==> config.mk <==
export PLATFORM = sky130hd
export DESIGN_NAME = spi_cmd_regfile
export DESIGN_NICKNAME = d
export VERILOG_FILES = /design/src/rtl/spi_cmd_regfile.sv
export SDC_FILE = /design/constraint.sdc
export NUM_CORES = 1
export LEC_CHECK = 0
export CELL_PAD_IN_SITES_DETAIL_PLACEMENT = 0
export CELL_PAD_IN_SITES_GLOBAL_PLACEMENT = 1
export CORE_MARGIN = 10
export CORE_UTILIZATION = 41
export DETAILED_ROUTE_END_ITERATION = 12
export GPL_TIMING_DRIVEN = 1
export PLACE_DENSITY_LB_ADDON = 0.1
export SETUP_SLACK_MARGIN = 0.2
export SYNTH_ARGS = -nofsm -noshare
export SYNTH_HDL_FRONTEND = slang
export SYNTH_SLANG_ARGS = --single-unit
==> constraint.sdc <==
create_clock -name clk -period 2.2 [get_ports clk]
set_input_delay 0.55 -clock clk [delete_from_list [all_inputs] [get_ports clk]]
set_output_delay 0.55 -clock clk [all_outputs]
set_load 0.01 [all_outputs]
==> src/rtl/spi_cmd_regfile.sv <==
// Command decoder and small register file behind an SPI byte interface.
// Executes register read/write commands and drives an 8-bit output port with optional blink/invert.
module spi_cmd_regfile #(
   parameter logic [7:0] ID      = 8'hA5,
   parameter int         DIV_PRE = 8
) (
   input  logic       clk,
   input  logic       rst,
   input  logic       ss,
   input  logic [7:0] data_in,
   input  logic       data_rdy,
   output logic [7:0] data_out,
   output logic       data_latch,
   output logic [7:0] out
);

   localparam int CW = 8 + DIV_PRE;
   localparam logic [CW-1:0] LOW_MASK = CW'((64'd1 << DIV_PRE) - 64'd1);

   typedef enum logic [1:0] {
      IDLE    = 2'd0,
      WDATA   = 2'd1,
      RDUMMY  = 2'd2,
      DISCARD = 2'd3
   } state_t;

   state_t        state;
   state_t        next_state;
   logic          ss_meta;
   logic          ss_sync;
   logic [7:0]    out_reg;
   logic [1:0]    mode;
   logic [7:0]    prescale;
   logic [7:0]    scratch;
   logic [3:0]    err_cnt;
   logic [2:0]    cmd_addr;
   logic [CW-1:0] cnt;
   logic [CW-1:0] cnt_limit;
   logic          phase;

   logic          latch_en;
   logic [7:0]    latch_val;
   logic [7:0]    read_val;
   logic [7:0]    status;
   logic          write_en;
   logic          err_inc;
   logic          addr_load;
   logic          prescale_wr;

   assign status      = {state, 2'b00, err_cnt};
   assign prescale_wr = write_en && (cmd_addr == 3'd2);
   assign cnt_limit   = (CW'(prescale) << DIV_PRE) | LOW_MASK;

   always_ff @(posedge clk or posedge rst) begin
      if (rst) begin
         ss_meta <= 1'b0;
         ss_sync <= 1'b0;
      end else begin
         ss_meta <= ss;
         ss_sync <= ss_meta;
      end
   end

   always_comb begin
      read_val = 8'h00;
      case (data_in[2:0])
         3'd0:    read_val = out_reg;
         3'd1:    read_val = {6'b0, mode};
         3'd2:    read_val = prescale;
         3'd3:    read_val = scratch;
         3'd4:    read_val = status;
         3'd7:    read_val = ID;
         default: read_val = 8'h00;
      endcase
   end

   // Byte-driven command decode; a synced frame end overrides whatever the byte asked for.
   always_comb begin
      next_state = state;
      latch_en   = 1'b0;
      latch_val  = data_in[7] ? read_val : status;
      write_en   = 1'b0;
      err_inc    = 1'b0;
      addr_load  = 1'b0;
      if (data_rdy) begin
         case (state)
            IDLE: begin
               if (data_in[6:3] != 4'b0000) begin
                  next_state = DISCARD;
                  err_inc    = 1'b1;
               end else begin
                  addr_load  = 1'b1;
                  latch_en   = 1'b1;
                  next_state = data_in[7] ? RDUMMY : WDATA;
               end
            end
            WDATA: begin
               next_state = IDLE;
               if (cmd_addr[2]) err_inc = 1'b1;
               else             write_en = 1'b1;
            end
            RDUMMY:  next_state = IDLE;
            DISCARD: next_state = DISCARD;
            default: next_state = IDLE;
         endcase
      end
      if (ss_sync) next_state = IDLE;
   end

   always_ff @(posedge clk or posedge rst) begin
      if (rst) begin
         state      <= IDLE;
         cmd_addr   <= 3'd0;
         data_out   <= 8'h00;
         data_latch <= 1'b0;
         err_cnt    <= 4'd0;
      end else begin
         state      <= next_state;
         data_latch <= latch_en;
         if (addr_load)                     cmd_addr <= data_in[2:0];
         if (latch_en)                      data_out <= latch_val;
         if (err_inc && err_cnt != 4'hF)    err_cnt  <= err_cnt + 4'd1;
      end
   end

   always_ff @(posedge clk or posedge rst) begin
      if (rst) begin
         out_reg  <= 8'h00;
         mode     <= 2'b00;
         prescale <= 8'h00;
         scratch  <= 8'h00;
      end else if (write_en) begin
         case (cmd_addr)
            3'd0:    out_reg  <= data_in;
            3'd1:    mode     <= data_in[1:0];
            3'd2:    prescale <= data_in;
            3'd3:    scratch  <= data_in;
            default: ;
         endcase
      end
   end

   // Blink timebase; the phase survives a prescale rewrite, only the count restarts.
   always_ff @(posedge clk or posedge rst) begin
      if (rst) begin
         cnt   <= '0;
         phase <= 1'b0;
      end else if (!mode[0]) begin
         cnt   <= '0;
         phase <= 1'b0;
      end else if (prescale_wr) begin
         cnt <= '0;
      end else if (cnt == cnt_limit) begin
         cnt   <= '0;
         phase <= ~phase;
      end else begin
         cnt <= cnt + CW'(1);
      end
   end

   always_ff @(posedge clk or posedge rst) begin
      if (rst) out <= 8'h00;
      else     out <= (mode[0] ? (phase ? out_reg : 8'h00) : out_reg) ^ {8{mode[1]}};
   end

endmodule
==> results by group, run 1 <==
Status
  – Status: finished clean

Cells and area
  – Area occupied by multi-input gates: approximately 1500 um^2
  – Non-Filler Instances: approximately 470
  – Diode count: 0
  – Fill cell count: ~730
  – Area growth syn-to-layout: 24.6%
  – Fin util: between 50 and 60%
  – Layout cells sized above 1: 23.6%
  – Register area: about 1800 um^2
  – Layout net count: between 300 and 400

Place
  – Gp weighted congestion: around 0.73
  – Pre-CTS setup slack: -77.3 ps
  – Placed insts: 457
  – Dpl hpwl: roughly 5.8 mm
  – Port bufs: 28

Floorplan
  – Io pins: 29
  – Die Height: between 100 and 150 um
  – Core Box Area: 8180 um^2
  – Die W: approximately 110 um
  – Die Area: around 12000 um^2
  – Row cnt: 33
  – Initial Util: 41.8%

Route
  – Metal3 WL: 338 um
  – Highest routed layer: met4
  – Total iterations of the first detailed-routing run: 4
  – DR vias/cell: about 5.2
  – Met2 wire len: 3.77 mm
  – Drt wl/cell: approximately 17 um
  – DRC viols: 0
  – Vias: between 2000 and 2500
  – Routed Antenna Nets: 0
  – DRT iter0 DRCs: 110
  – M1 WL: 3.86 mm
  – Routed wire length: ~8.1 mm

Power and ir drop
  – Pwr dens: ~1000 nW/um^2
  – Combinational Power Share: a little over a quarter
  – Internal power: a little over 3 mW
  – Worst vdd ir: between 500 and 600 uV
  – Design Power: 4.34 mW
  – Sequential fraction of design power: about 44%
  – Leakage: between 1.5 and 2 nW
  – Net Sw Frac: 29.9%
  – Clock power share: between 20 and 30%
  – Sw power: about 1.3 mW

Clock network
  – H-Tree Depth: 3
  – CTS tree: yes
  – CTS Hold Bufs: 0
  – CTS Buf Count: 9
  – CTS sink cnt: between 70 and 80
  – Clock buffer depth: 2
  – Clk slew on worst S/H paths: about 80 ps
  – Post-CTS Resized: 0
  – Clock Latency Late Sink: approximately 350 ps
  – Post CTS Setup Buffer Count: 0
  – CTS root buffer: clkbuf_8

Logic synthesis
  – Register area share after synthesis: roughly half
  – Synth Instances: 311
  – Number of synthesis warnings: 0
  – Synth Register Bits: between 70 and 80
  – Synth cell types: 51
  – Syn_nets: ~330
  – Synthesized area: 3420 um^2
  – Syn_area_per_cell: 11.0 um^2

Worst hold path
  – Worst hold path type: register to register

Flow run
  – Max Cap Viol: 0

Timing
  – Clk_skew: 9.76 ps
  – Hold Vio Cnt, Final: 0
  – Max-slew violations: 0
  – Worst slew pin tran: 501 ps
  – Final setup viols: 0
  – Final period utilization: 86.7%
  – Final WS setup: a little under 300 ps
  – FMAX: between 500 and 600 MHz
  – Max-slew headroom: between 60% and 70%
  – RSZ-0062 raised after global routing: no
  – Period minus WS final: roughly 1900 ps

Global route
  – Largest net degree at the start of global routing: between 60 and 70
  – Initial antenna violation count: 0
  – Vias in the first global route: roughly 2600
  – GR Overflow Total: 0
  – First-pass GRT wire length: 13.7 mm
  – Total GRT Usage: 13.4%

Critical path
  – Crit path arrival time: approximately 2100 ps
  – Worst EP required: 2440 ps
  – Setup crit start kind: input pin
  – Crit-path max FO: 3
  – CP Capture Type: register
  – Kind of critical path: input pin to register
cells by family after synthesis:
kind of cell,count (synthesis),share of synthesized area (%)
compound gates,46,8.09
xor+xnor,29,7.43
fa+ha+maj,2,0.732
buf+inv,23,2.86
flops,71,52.0
mux,35,11.3
simple gates,105,17.6
cells in the final DEF (no fill, tap or decap), types with 2 or more instances in the layout:
cell,count
dfrtp_1,71
a21oi_1,10
nand2_1,35
nand4_1,9
mux2_2,28
nor3_1,13
a211oi_1,3
o31ai_1,3
xor2_1,11
mux2i_1,7
nand3_2,2
xnor2_1,18
nand3b_1,5
o21ai_0,20
o211ai_1,2
nor3b_1,6
inv_1,6
clkbuf_8,10
and3_1,3
buf_4,25
or3_1,2
clkdlybuf4s50_1,28
clkinvlp_4,2
nor2_1,7
bufinv_16,3
buf_12,3
clkinv_2,2
ha_1,2
nand2b_1,3
nand3_1,5
worst max-delay path, cell delays in order:
cell	delay, ps
clkdlybuf4s50_1	540
nor4_2	50
buf_4	150
a211o_1	330
nor2_1	170
mux2_2	350
per-stage QoR:
| step | TNS (ps) | area [um^2] | hold WS [ps] |
|---|---|---|---|
| 6_report | 0 | 4260 | 356 |
| 4_1_cts | 0 | 4260 | 359 |
| 2_1_floorplan | 0 | 3420 | 331 |
| 3_5_place_dp | -81.4 | 4010 | 340 |
| 5_1_grt | 0 | 4260 | 375 |
| 3_3_place_gp | -83.1 | 4010 | 333 |
Yosys cell counts, drive strengths merged:
master,instances,share of area [%]
xnor2,18,4.6
nor4,1,0.37
and4,1,0.33
a211o,1,0.26
o311ai,1,0.26
or2,1,0.18
and3,4,0.77
a31oi,1,0.18
mux2i,7,2.1
a211oi,4,1.0
ha,2,0.73
dfrtp,71,52
o31ai,3,0.66
inv,8,0.88
nor4b,1,0.26
o21ai,20,2.9
a21boi,1,0.22
nand3b,5,1.1
o22ai,1,0.18
o211ai,2,0.44
and2,2,0.40
o22a,1,0.26
nor2b,1,0.18
or4,2,0.55
a21oi,10,1.5
clkbuf,9,0.99
mux2,28,9.2
or3,3,0.59
o21a,1,0.22
xor2,11,2.8
and4bb,1,0.37
nor3,14,2.4
nor3b,6,1.3
nand3,8,1.8
buf,6,0.99
nand2,36,4.0
nor2,7,0.77
nand4,9,1.6
nand2b,3,0.55
layout make-up:
cell class,count,area share [%]
tap,105,3.09
timing repair buffer,56,12.4
clock inverter,6,2.53
clock buffer,10,3.23
inverter,8,0.793
sequential,71,41.7
multi-input combinational,217,36.2
metal layers:
layer  global-route usage [%]  vias up
met5                        0        -
met1                     17.0     1200
li1                         -     1202
met2                     21.0       35
met4                     4.63        0
met3                     4.17        7
worst paths after layout:
check	slack, ps	cells past startpoint	endpoint	startpoint
max	290	6	err_cnt[1]	data_in[5]
max in group asynchronous	1110	3	data_out[0]	rst
min	360	0	ss_sync	ss_meta
min reg2reg	360	0	ss_sync	ss_meta
min in group asynchronous	480	2	out[4]	rst
max reg2reg	480	5	cnt[4]	cnt[3]
power by group through the flow:
stage	combinational, mW	clock [mW]	sequential [mW]
detailed placement	1.16	0	1.94
global route	1.27	1.38	1.96
finish	1.14	1.29	1.91
global placement	1.14	0	1.94
CTS	1.17	1.33	1.92
floorplan	0.708	0	1.88
(Power assumes the default switching activity.)
==> run 2: changes to the inputs <==
- CELL_PAD_IN_SITES_DETAIL_PLACEMENT: 0 -> default
- CELL_PAD_IN_SITES_GLOBAL_PLACEMENT: 1 -> default
- CORE_MARGIN: 10 -> default
- CORE_UTILIZATION: 41 -> 52
- PLACE_DENSITY: default -> 0.76
- PLACE_DENSITY_LB_ADDON: 0.1 -> default
==> run 2 against run 1 <==
Total power is 3.6% lower. Combinational power hardly changed. Clock power is 12% lower.
==> results by group, run 2 (synthesized netlist as in run 1, its figures left out) <==
Route
  – Vias: 2461 (+0.70%)
  – DR vias/cell: 5.59 (+8.2%)
  – Routed Antenna Nets: 0 (unchanged)
  – DRC viols: 0 (unchanged)
  – Drt wl/cell: 16.2 um (-4.8%)
  – DRT iter0 DRCs: 144 (+31%)
  – Routed wire length: 7.13 mm (-11%)
  – Total iterations of the first detailed-routing run: 4 (unchanged)

Status
  – Status: finished clean

Timing
  – Max-slew violations: 0 (unchanged)
  – Worst slew pin tran: 549 ps (+47.9 ps)
  – Period minus WS final: 1900 ps (-3.83 ps)
  – RSZ-0062 raised after global routing: no
  – Hold Vio Cnt, Final: 0 (unchanged)
  – Final period utilization: 86.5% (-0.17 points)
  – Clk_skew: 8.42 ps (-1.35 ps)
  – Final setup viols: 0 (unchanged)
  – Max-slew headroom: 63.4% (-3.2 points)
  – FMAX: 525 MHz (+0.20%)

Clock network
  – CTS tree: yes
  – CTS sink cnt: 71 (unchanged)
  – Clock Latency Late Sink: 340 ps (about the same)
  – CTS Buf Count: 9 (unchanged)
  – Clk slew on worst S/H paths: 80 ps (about the same)
  – Post-CTS Resized: 1 (+1)
  – Post CTS Setup Buffer Count: 0 (unchanged)
  – CTS Hold Bufs: 0 (unchanged)
  – H-Tree Depth: 3 (unchanged)
  – CTS root buffer: clkbuf_8
  – Clock buffer depth: 2 (unchanged)

Floorplan
  – Io pins: 29 (unchanged)
  – Row cnt: 29 (-12%)
  – Initial Util: 53.8% (+12 points)
  – Core Box Area: 6350 um^2 (-22%)
  – Die Area: 6900 um^2 (-44%)
  – Die Height: 83.1 um (-25%)
  – Die W: 83.1 um (-25%)

Place
  – Gp weighted congestion: 0.870 (+19%)
  – Port bufs: 28 (unchanged)
  – Dpl cell area: 3980 um^2 (-0.87%)
  – Dpl hpwl: 5.08 mm (-12%)

Power and ir drop
  – Pwr dens: 999 nW/um^2 (-2.0%)
  – Worst vdd ir: 754 uV (+43%)
  – Design Power: 4.18 mW (-3.6%)
  – Leakage: 1.81 nW (-1.5%)

Worst hold path
  – Worst hold path type: register to register

Critical path
  – Worst EP required: 2440 ps (about the same)
  – Setup crit start kind: input pin
  – Crit-path max FO: 3 (unchanged)
  – R2R Path Start: cnt[0]
  – Crit path launch: data_in[6]
  – Worst R2R Path Depth: 5 (unchanged)
  – CP endpoint: err_cnt[1]
  – CP Capture Type: register
  – Reg2Reg Capture Point: phase
  – Kind of critical path: input pin to register
  – Worst R2R Setup Slack: 430 ps (-50 ps)
  – Crit path arrival time: 2140 ps (about the same)

Cells and area
  – Most common cell after layout, fill and taps aside: dfrtp_1
  – Layout net count: 372 (-1.3%)
  – Area growth syn-to-layout: 22.6%
  – Fill cell count: 490 (-33%)
  – Diode count: 0 (unchanged)
  – Most frequent cells in the layout: dfrtp_1 (71), nand2_1 (35), mux2_2 (28)
  – Final Cell Area: 4190 um^2 (-1.6%)
  – Layout cells sized above 1: 22.3% (-1.3 points)

Global route
  – Initial antenna violation count: 0 (unchanged)
  – First-pass GRT wire length: 12.3 mm (-10%)
  – Vias in the first global route: 2553 (-2.0%)
  – Largest net degree at the start of global routing: 32 (-49%)
  – Total GRT Usage: 23.0% (+9.5 points)
  – GR Overflow Total: 0 (unchanged)

Flow run
  – Max Cap Viol: 0 (unchanged)
[run 2: worst min path at each step]
stage          cells after the start  startpoint       to
5_1_grt                            0     ss_meta  ss_sync
6_report                           0     ss_meta  ss_sync
4_1_cts                            0     ss_meta  ss_sync
2_1_floorplan                      0     ss_meta  ss_sync
3_5_place_dp                       0     ss_meta  ss_sync
3_3_place_gp                       0     ss_meta  ss_sync
[run 2: through the flow]
stage / setup slack (ps) / instances / hold WS (ps) / TNS [ps] / util [%]
2_1_floorplan: 553 / 311 / 331 / 0 / -
3_3_place_gp: -119 / 424 / 332 / -159 / 62.6
3_5_place_dp: -195 / 424 / 336 / -325 / 62.6
4_1_cts: 308 / 440 / 353 / 0 / 66.0
5_1_grt: 229 / 440 / 365 / 0 / 66.0
6_report: 297 / 440 / 355 / 0 / 66.0
[run 2: where the power goes]
| part | total, mW | switching [mW] | leakage, nW | internal (mW) |
|---|---|---|---|---|
| Sequential | 1.92 | 0.292 | 0.924 | 1.63 |
| Combinational | 1.14 | 0.491 | 0.781 | 0.644 |
| Clock | 1.13 | 0.494 | 0.102 | 0.635 |
[run 2: worst max-delay path, cell delays in order]
cell	delay [ps]
clkdlybuf4s50_1	500
nor4_2	60
buf_4	160
a211o_1	330
nor2_1	190
mux2_2	350
[run 2: final cells by class]
| cell class | count | area (um^2) | share of cell area [%] |
|---|---|---|---|
| clock buffer | 10 | 128 | 3.05 |
| timing repair buffer | 51 | 527 | 12.6 |
| tap | 77 | 96.3 | 2.30 |
| sequential | 71 | 1780 | 42.4 |
| clock inverter | 6 | 85.1 | 2.03 |
| multi-input combinational | 217 | 1540 | 36.8 |
| inverter | 8 | 33.8 | 0.806 |
[run 2: layer usage]
metal	vias up	global-route usage [%]	part of all wire (%)
met5	-	0	0
met4	0	9.40	1.8
met3	10	5.27	3.0
met2	42	39.0	52
met1	1216	28.2	43
li1	1193	-	-
==> run 3: changes to the inputs <==
- PLACE_DENSITY: 0.76 -> 0.86
- SETUP_SLACK_MARGIN: 0.2 -> default
- TNS_END_PERCENT: default -> 1
==> run 3 against run 2 <==
Cell count rose by 0.45%. Sequential cell count did not move. Die area did not move. Clock skew barely moved. Clock power rose by 6%. Critical path type unchanged. Largest power group unchanged.
==> results by group, run 3 (synthesized netlist as in run 1, its figures left out) <==
Critical path
  – CP Capture Type: register
  – Crit path launch: data_in[3]
  – Worst EP required: 2440 ps (about the same)
  – Crit path arrival time: 2160 ps (+20 ps)
  – Kind of critical path: input pin to register
  – R2R Path Start: cnt[0]
  – Worst R2R Path Depth: 5 (unchanged)
  – Setup crit start kind: input pin
  – Crit-path max FO: 3 (unchanged)

Floorplan
  – Initial Util: 53.8% (unchanged)
  – Core Box Area: 6350 um^2 (unchanged)
  – Die Area: 6900 um^2 (unchanged)
  – Row cnt: 29 (unchanged)
  – Io pins: 29 (unchanged)
  – Die Height: 83.1 um (unchanged)
  – Die W: 83.1 um (unchanged)

Cells and area
  – Layout cells sized above 1: 23.0% (+0.70 points)
  – Most frequent cells in the layout: dfrtp_1 (71), nand2_1 (35), mux2_2 (28), clkdlybuf4s50_1 (28), buf_4 (22)
  – Layout net count: 374 (+0.54%)
  – Area growth syn-to-layout: 22.5% (about the same)
  – Diode count: 0 (unchanged)
  – Most common cell after layout, fill and taps aside: dfrtp_1
  – Fin util: 65.9% (about the same)
  – Non-Filler Instances: 442 (+0.45%)

Clock network
  – CTS Hold Bufs: 0 (unchanged)
  – CTS Buf Count: 9 (unchanged)
  – Clk slew on worst S/H paths: 70 ps (about the same)
  – Clock buffer depth: 2 (unchanged)
  – CTS tree: yes
  – CTS sink cnt: 71 (unchanged)
  – Clock Latency Late Sink: 360 ps (+20 ps)
  – H-Tree Depth: 3 (unchanged)
  – Post-CTS Resized: 0 (-1)
  – Post CTS Setup Buffer Count: 0 (unchanged)
  – CTS root buffer: clkbuf_8

Place
  – Port bufs: 28 (unchanged)
  – Pre-CTS setup slack: -79.1 ps (+116 ps)
  – Dpl hpwl: 5.40 mm (+6.3%)
  – Gp weighted congestion: 0.854 (-1.9%)
  – Placed insts: 426 (+0.47%)

Timing
  – RSZ-0062 raised after global routing: no
  – Max-slew violations: 0 (unchanged)
  – Final setup viols: 0 (unchanged)
  – Hold Vio Cnt, Final: 0 (unchanged)
  – Clk_skew: 8.39 ps (-0.0311 ps)
  – Final WS setup: 286 ps (-11.0 ps)
  – Final period utilization: 87.0% (+0.50 points)
  – Period minus WS final: 1910 ps (+11.0 ps)
  – Worst slew pin tran: 484 ps (-64.3 ps)
  – Max-slew headroom: 67.3% (+3.9 points)
  – FMAX: 522 MHz (-0.58%)
  – Hold slack final: 387 ps (+31.7 ps)

Power and ir drop
  – Internal power: 2.97 mW (+2.2%)
  – Worst vdd ir: 750 uV (-0.47%)
  – Design Power: 4.30 mW (+2.7%)
  – Sw power: 1.33 mW (+3.9%)
  – Net Sw Frac: 30.9% (+0.36 points)
  – Pwr dens: 1030 nW/um^2 (+2.8%)
  – Clock power share: 28.0% (+1.0 points)
  – Leakage: 1.81 nW (about the same)
  – Sequential fraction of design power: 44.7% (-1.2 points)
  – Combinational Power Share: 27.3% (+0.2 points)

Global route
  – Total GRT Usage: 24.6% (+1.7 points)
  – First-pass GRT wire length: 13.2 mm (+7.9%)
  – Initial antenna violation count: 0 (unchanged)
  – Vias in the first global route: 2734 (+7.1%)
  – GR Overflow Total: 0 (unchanged)
  – Largest net degree at the start of global routing: 32 (unchanged)

Worst hold path
  – Hold path startpoint: ss_meta
  – Worst Hold Depth: 0 (unchanged)
  – Worst hold path type: register to register

Route
  – DRC viols: 0 (unchanged)
  – Drt wl/cell: 17.7 um (+9.1%)
  – DRT iter0 DRCs: 130 (-9.7%)
  – Routed Antenna Nets: 0 (unchanged)
  – Routed wire length: 7.81 mm (+9.6%)
  – Vias: 2597 (+5.5%)
  – Total iterations of the first detailed-routing run: 4 (unchanged)
  – DR vias/cell: 5.88 (+5.0%)

Flow run
  – Max Cap Viol: 0 (unchanged)

Status
  – Status: finished clean
## run 3: metrics by stage
| stage | TNS, ps | cell area, um^2 |
|---|---|---|
| floorplan | 0 | 3420 |
| global placement | -44.6 | 3960 |
| detailed placement | -79.1 | 3960 |
| CTS | 0 | 4190 |
| global route | 0 | 4190 |
| finish | 0 | 4190 |
## run 3: per-layer routing
layer	vias to the layer above	global-route usage, %	share of wire [%]
met1	1306	30.3	42
li1	1195	-	-
met3	24	6.26	4.1
met4	0	11.9	3.5
met5	-	0	0
met2	72	40.6	50
## run 3: worst max-delay path, stage by stage
cell and delay, ps:
clkdlybuf4s50_1 530, nor4_2 70, buf_4 150, a211o_1 330, nor2_1 180, mux2_2 350
## run 3: path summary, 6_finish.rpt
| check | slack (ps) | endpoint |
|---|---|---|
| max in group asynchronous | 1150 | err_cnt[2] |
| min reg2reg | 390 | ss_sync |
| max | 290 | err_cnt[1] |
| min in group asynchronous | 560 | cnt[13] |
| min | 390 | ss_sync |
| max reg2reg | 420 | phase |
## run 3: cell type report
cell class,instances,area [um^2]
inverters,8,33.8
fillers,442,2160
repair buffers,53,505
flip-flops and latches,71,1780
well taps,77,96.3
clock inverters,5,80.1
clock buffers,11,151
multi-input cells,217,1540
## run 3: power by group through the flow
stage / logic (mW) / registers [mW] / clock network [mW]
floorplan: 0.708 / 1.88 / 0
global placement: 1.11 / 1.91 / 0
detailed placement: 1.17 / 1.93 / 0
CTS: 1.19 / 1.91 / 1.21
global route: 1.29 / 1.95 / 1.27
finish: 1.17 / 1.92 / 1.20
